File: config.mk
export PLATFORM = sky130hd
export DESIGN_NAME = conv_weight_streamer_flat
export DESIGN_NICKNAME = d
export VERILOG_FILES = /design/src/rtl/conv_weight_streamer_if.sv /design/src/rtl/conv_weight_streamer.sv /design/src/flat_wrapper.sv
export SDC_FILE = /design/constraint.sdc
export NUM_CORES = 1
export LEC_CHECK = 0
export BUFFER_PORTS_ARGS = -buffer_cell sky130_fd_sc_hd__buf_2
export CELL_PAD_IN_SITES_DETAIL_PLACEMENT = 0
export CELL_PAD_IN_SITES_GLOBAL_PLACEMENT = 1
export CORE_MARGIN = 2
export CORE_UTILIZATION = 42
export DETAILED_ROUTE_END_ITERATION = 16
export GPL_TIMING_DRIVEN = 0
export PLACE_DENSITY_LB_ADDON = 0.15
export SYNTH_ARGS = -nofsm -noshare
export SYNTH_HDL_FRONTEND = slang
export SYNTH_SLANG_ARGS = --single-unit
File: constraint.sdc
create_clock -name clk -period 4 [get_ports clk]
set_clock_uncertainty 0.05 [all_clocks]
set_input_delay 0.8 -clock clk [delete_from_list [all_inputs] [get_ports clk]]
set_output_delay 0.8 -clock clk [all_outputs]
set_load 0.02 [all_outputs]
File: src/rtl/conv_weight_streamer_if.sv
// rtl/conv_weight_streamer_if.sv - RAM read port and kernel stream bundle for conv_weight_streamer
//
// Purpose: groups the conv weight RAM read port and the kernel valid/ready
// stream so the streamer and its neighbours share one connection.
// Signals:
//   ram_addr  streamer -> RAM       read address (ADDR_W)
//   ram_q     RAM -> streamer       read data, one cycle after the address
//   k_data    streamer -> datapath  packed kernel (8*KSIZE)
//   k_valid   streamer -> datapath  kernel available
//   k_ready   datapath -> streamer  kernel accepted
// Modports: master = streamer side, slave = RAM/datapath side.
interface conv_weight_streamer_if #(
  parameter int ADDR_W = 16,
  parameter int KSIZE  = 9
);
  logic [ADDR_W-1:0]  ram_addr;
  logic [7:0]         ram_q;
  logic [8*KSIZE-1:0] k_data;
  logic               k_valid;
  logic               k_ready;

  modport master (
    output ram_addr, k_data, k_valid,
    input  ram_q, k_ready
  );

  modport slave (
    input  ram_addr, k_data, k_valid,
    output ram_q, k_ready
  );
endinterface

File: src/rtl/conv_weight_streamer.sv
// rtl/conv_weight_streamer.sv - walks the conv weight RAM and streams packed KSIZE-byte kernels
//
// Purpose: after start, reads num_kernels*KSIZE consecutive bytes beginning at
// base_addr, packs every KSIZE bytes into one kernel word (byte i in bits
// [8i+7:8i]) and presents each kernel on a valid/ready handshake.
// Ports:
//   clk          clock, rising edge
//   reset        asynchronous, active-high
//   start        one-cycle job request, honoured only when idle
//   base_addr    first byte address, sampled with start
//   num_kernels  kernels in the job, sampled with start (0 = immediate done)
//   bus          master side of conv_weight_streamer_if (RAM port + kernel stream)
//   busy         high while a job is in flight
//   done         one-cycle pulse when a job finishes
module conv_weight_streamer #(
  parameter int ADDR_W = 16,
  parameter int KSIZE  = 9,
  parameter int CNT_W  = 12
) (
  input  logic                 clk,
  input  logic                 reset,
  input  logic                 start,
  input  logic [ADDR_W-1:0]    base_addr,
  input  logic [CNT_W-1:0]     num_kernels,
  conv_weight_streamer_if.master bus,
  output logic                 busy,
  output logic                 done
);

  localparam int IW = $clog2(KSIZE + 1);

  localparam logic [1:0] S_IDLE    = 2'd0;
  localparam logic [1:0] S_FETCH   = 2'd1;
  localparam logic [1:0] S_TAIL    = 2'd2;
  localparam logic [1:0] S_PRESENT = 2'd3;

  logic [1:0]       state;
  logic [IW-1:0]    issued;     // addresses issued for the current kernel, including the one on ram_addr
  logic [CNT_W-1:0] remaining;  // kernels still to be handed off, including the one in progress
  logic [IW-1:0]    cap_idx;

  // RAM data lags the address by one cycle, so the byte arriving now belongs
  // to the address issued two counts back.
  assign cap_idx = issued - IW'(2);

  always_ff @(posedge clk or posedge reset) begin
    if (reset) begin
      state        <= S_IDLE;
      issued       <= '0;
      remaining    <= '0;
      bus.ram_addr <= '0;
      bus.k_data   <= '0;
      bus.k_valid  <= 1'b0;
      busy         <= 1'b0;
      done         <= 1'b0;
    end else begin
      done <= 1'b0;
      case (state)
        S_IDLE: begin
          if (start) begin
            if (num_kernels != '0) begin
              bus.ram_addr <= base_addr;
              remaining    <= num_kernels;
              issued       <= IW'(1);
              busy         <= 1'b1;
              state        <= S_FETCH;
            end else begin
              done <= 1'b1;
            end
          end
        end

        S_FETCH: begin
          if (issued >= IW'(2)) begin
            bus.k_data[8*cap_idx +: 8] <= bus.ram_q;
          end
          if (issued == IW'(KSIZE)) begin
            state <= S_TAIL;
          end else begin
            bus.ram_addr <= bus.ram_addr + 1'b1;
            issued       <= issued + 1'b1;
          end
        end

        S_TAIL: begin
          bus.k_data[8*(KSIZE-1) +: 8] <= bus.ram_q;
          bus.k_valid                  <= 1'b1;
          state                        <= S_PRESENT;
        end

        S_PRESENT: begin
          if (bus.k_ready) begin
            bus.k_valid <= 1'b0;
            remaining   <= remaining - 1'b1;
            if (remaining != CNT_W'(1)) begin
              // Kernels are contiguous: the next one starts right after the last byte.
              bus.ram_addr <= bus.ram_addr + 1'b1;
              issued       <= IW'(1);
              state        <= S_FETCH;
            end else begin
              issued <= '0;
              busy   <= 1'b0;
              done   <= 1'b1;
              state  <= S_IDLE;
            end
          end
        end

        default: state <= S_IDLE;
      endcase
    end
  end

endmodule
File: src/flat_wrapper.sv
// flat-port wrapper written by rule: the top's interface ports become plain ports
module conv_weight_streamer_flat 
#(
  parameter int ADDR_W = 16,
  parameter int KSIZE  = 9,
  parameter int CNT_W  = 12
)
  (clk, reset, start, base_addr, num_kernels, busy, done, bus_ram_addr, bus_k_data, bus_k_valid, bus_ram_q, bus_k_ready);
  conv_weight_streamer_if #(.ADDR_W(ADDR_W), .KSIZE(KSIZE)) bus_i ();
  input  logic clk;
  input  logic reset;
  input  logic start;
  input  logic [ADDR_W-1:0] base_addr;
  input  logic [CNT_W-1:0] num_kernels;
  output logic busy;
  output logic done;
  output wire logic [$bits(bus_i.ram_addr)-1:0] bus_ram_addr;
  output wire logic [$bits(bus_i.k_data)-1:0] bus_k_data;
  output wire logic [$bits(bus_i.k_valid)-1:0] bus_k_valid;
  input wire logic [$bits(bus_i.ram_q)-1:0] bus_ram_q;
  input wire logic [$bits(bus_i.k_ready)-1:0] bus_k_ready;
  assign bus_ram_addr = bus_i.ram_addr;
  assign bus_k_data = bus_i.k_data;
  assign bus_k_valid = bus_i.k_valid;
  assign bus_i.ram_q = bus_ram_q;
  assign bus_i.k_ready = bus_k_ready;
  conv_weight_streamer #(.ADDR_W(ADDR_W), .KSIZE(KSIZE), .CNT_W(CNT_W)) u_core (.clk(clk), .reset(reset), .start(start), .base_addr(base_addr), .num_kernels(num_kernels), .bus(bus_i), .busy(busy), .done(done));
endmodule
==> impl_metrics.env <==
export IMPL_clockBufferDepth=2
export IMPL_antenna_found_initial=0
export IMPL_reg2reg_depth=10
export IMPL_setup_viol=0
export IMPL_n_antenna_cell=0
export IMPL_worstSetupPathType="reg2reg"
export IMPL_grt_ovfl_total=0
export IMPL_place_gp_congestion=0.835
export IMPL_hp_class="reg2reg"
export IMPL_clock_sinks=109
export IMPL_power_density_nw_per_um2=802
export IMPL_worst_path_buf_inv=3
export IMPL_drv_cap=0
export IMPL_swShare_pct=44.6
export IMPL_clockPowerShare_pct=15.7
export IMPL_numCtsBuffers=9
export IMPL_routed_wl_um=15100
export IMPL_hold_viol_final=0
export IMPL_syn_area_sq_um=5730
export IMPL_drc=0
export IMPL_layout_drive_gt1_share_pct=33.7
export IMPL_fin_crit_ns=3.20
export IMPL_floorplan_rows=42
export IMPL_post_synth_top_count_cell="dfrtp_1"
export IMPL_grt_pass1_vias=4559
export IMPL_vdd_drop_max_v=0.000352
export IMPL_pre_cts_ws_ns=0.851
export IMPL_dieArea_sq_um=14600
export IMPL_die_w_um=121
export IMPL_yosysTopAreaCell="dfrtp_1"
export IMPL_detail_route_vias_per_cell=5.45
export IMPL_status="finished clean"
export IMPL_drt_pass1_iter_count=5
export IMPL_ctsResizeCount=0
export IMPL_ys_ff_latch=109
export IMPL_seqPwrFrac_pct=33.1
export IMPL_path_cells="inv_1 > ha_1 > xnor2_1 > ha_1 > and3b_1 > buf_2 > nor4b_2 > buf_2 > nand3_1 > o21ai_0"
export IMPL_start_kind="flip-flop"
export IMPL_p_switching_uw=2470
export IMPL_critical_path_max_stage_delay_ns=0.59
export IMPL_dr_first_iter_drc_count=341
export IMPL_met2_usage_pct=31.9
export IMPL_hold_path_depth=1
export IMPL_setup_tns_final_ns=0
export IMPL_synth_top_area_share_pct=47.6
export IMPL_grt_busiest_layer="met2"
export IMPL_share_comb_of_total_power_pct=51.2
export IMPL_grt_max_degree=60
export IMPL_grt_pass1_wl_um=24000
export IMPL_ant_nets=0
export IMPL_period_share_pct=80.0
export IMPL_place_inst=852
export IMPL_hold_buffers=0
export IMPL_crit_slowest_cell="nor4b_2"
export IMPL_grtUsageMet3_pct=3.58
export IMPL_nets=744
export IMPL_p_leak_uw=0.00330
export IMPL_coreArea_sq_um=13300
export IMPL_ys_flop_type="dfrtp_1"
export IMPL_crit_cells=10
export IMPL_postSynthAreaPerCell_sq_um=10.5
export IMPL_clk_pin_slew_ns=0.08
export IMPL_io_buffers=130
export IMPL_whs_ns=0.454
export IMPL_crit_family="simple AND/OR/NAND/NOR gates"
export IMPL_grt_setup_unrepaired="no"
export IMPL_maxSlewViolCount=0
export IMPL_dieHeight_um=121
export IMPL_setup_slack_ns=0.798
export IMPL_ioPinCount=131
export IMPL_htree_levels=3
export IMPL_max_slew_margin_rel_pct=39.4
export IMPL_endpoint_kind="flip-flop"
export IMPL_crit_arrival_ns=3.42
export IMPL_synthArstFlopShare_pct=100
export IMPL_yosysUniqueCellTypes=62
export IMPL_critical_path_required_ns=4.22
export IMPL_synth_common_cells="109 x dfrtp_1, 61 x mux2_2, 40 x nand2_1"
export IMPL_synth_fp_nets=602
export IMPL_yosysSeqAreaShare_pct=47.6
export IMPL_grtUsageTotal_pct=21.0
export IMPL_cts_tree="yes"
export IMPL_syn2layout_area_growth_pct=20.7
export IMPL_final_cells=868
export IMPL_start_util_pct=43.1
export IMPL_power_internal_uw=3070
export IMPL_fmax_mhz=312
export IMPL_cp_max_fo=10
export IMPL_synth_edf_count=0
export IMPL_wl_per_cell_um=17.4
export IMPL_cts_setup_buffers=0
export IMPL_synthTopCellsByArea="dfrtp_1 48%, mux2_2 12%, ha_1 3.7%"
export IMPL_via_count=4727
export IMPL_insertion_delay_ns=0.35
export IMPL_dp_hpwl_um=10900
export IMPL_root_buffer="clkbuf_16"
export IMPL_synth_warnings=0
export IMPL_met1_usage_pct=30.6
export IMPL_syn_inst=545
export IMPL_worst_pin_slew_ns=0.903
logic make-up after synthesis:
logic type / after synthesis / synth area share, %
compound gates: 114 / 13.7
xor+xnor: 2 / 0.306
fa+ha+maj: 17 / 3.71
buf+inv: 52 / 4.72
flops: 109 / 47.6
mux: 69 / 13.4
simple gates: 182 / 16.6
routing by layer:
metal	share of wire, %	vias to the layer above
li1	-	2273
met5	0	-
met2	45	129
met3	5.1	13
met4	1.2	0
met1	49	2312
cell usage in the layout (no fill, tap or decap), types with 10 or more instances in the layout:
cell       instances
o21ai_0           34
nor3_1            20
and3_1            13
dfrtp_1          109
a31oi_1           10
nand2_1           40
ha_1              17
buf_2            133
nand4_1           10
nand3_1           27
a2bb2oi_1         12
and2_1            17
clkbuf_1          11
inv_1             28
mux2_2            61
a21oi_1           14
nor2_1            31
worst reg2reg max path: stages, from the launching register on:
cell and delay [ns]:
dfrtp_1 0.51, inv_1 0.14, ha_1 0.23, xnor2_1 0.35, ha_1 0.34, and3b_1 0.23, buf_2 0.20, nor4b_2 0.59
buf_2 0.31, nand3_1 0.09, o21ai_0 0.08
worst paths after layout:
kind                                       startpoint               endpoint  slack (ns)
min in group asynchronous                       reset  u_core.bus.k_data[46]        0.55
worst min-delay path            u_core.bus.k_data[68]  u_core.bus.k_data[68]        0.45
worst max register to register       u_core.issued[1]   u_core.bus.k_data[1]        0.80
max in group asynchronous                       reset  u_core.bus.k_data[31]        2.65
worst min register to register  u_core.bus.k_data[68]  u_core.bus.k_data[68]        0.45
worst max-delay path                 u_core.issued[1]   u_core.bus.k_data[1]        0.80
power by group through the flow:
stage | sequential, uW | clock (uW) | combinational [uW]
floorplan | 2160 | 0 | 1690
global placement | 1830 | 0 | 2800
detailed placement | 1850 | 0 | 2840
CTS | 1830 | 897 | 2850
global route | 1900 | 948 | 3130
finish | 1830 | 873 | 2840
registers in the layout, indices dropped and copies added, names as in the netlist:
signal               cells
u_core.bus.k_data       72
u_core.remaining        12
u_core.bus.ram_addr     16
u_core.bus.k_valid       1
u_core.busy              1
u_core.state             2
u_core.done              1
u_core.issued            4
final cells by class:
class,instances,area [sq um]
Fill cell,1264,6380
Multi-Input combinational cell,384,2730
Sequential cell,109,2730
Timing Repair Buffer,131,678
Clock buffer,9,225
Tap cell,176,220
Buffer,22,158
Inverter,30,115
Clock inverter,7,57.6
metrics by stage:
step	utilization, %	total power (uW)	area [sq um]
2_1_floorplan	-	3850	5730
3_3_place_gp	49.7	4630	6600
3_5_place_dp	49.9	4690	6630
4_1_cts	52.0	5580	6910
5_1_grt	52.0	5970	6910
6_report	52.0	5540	6910
(Power assumes the default switching activity.)
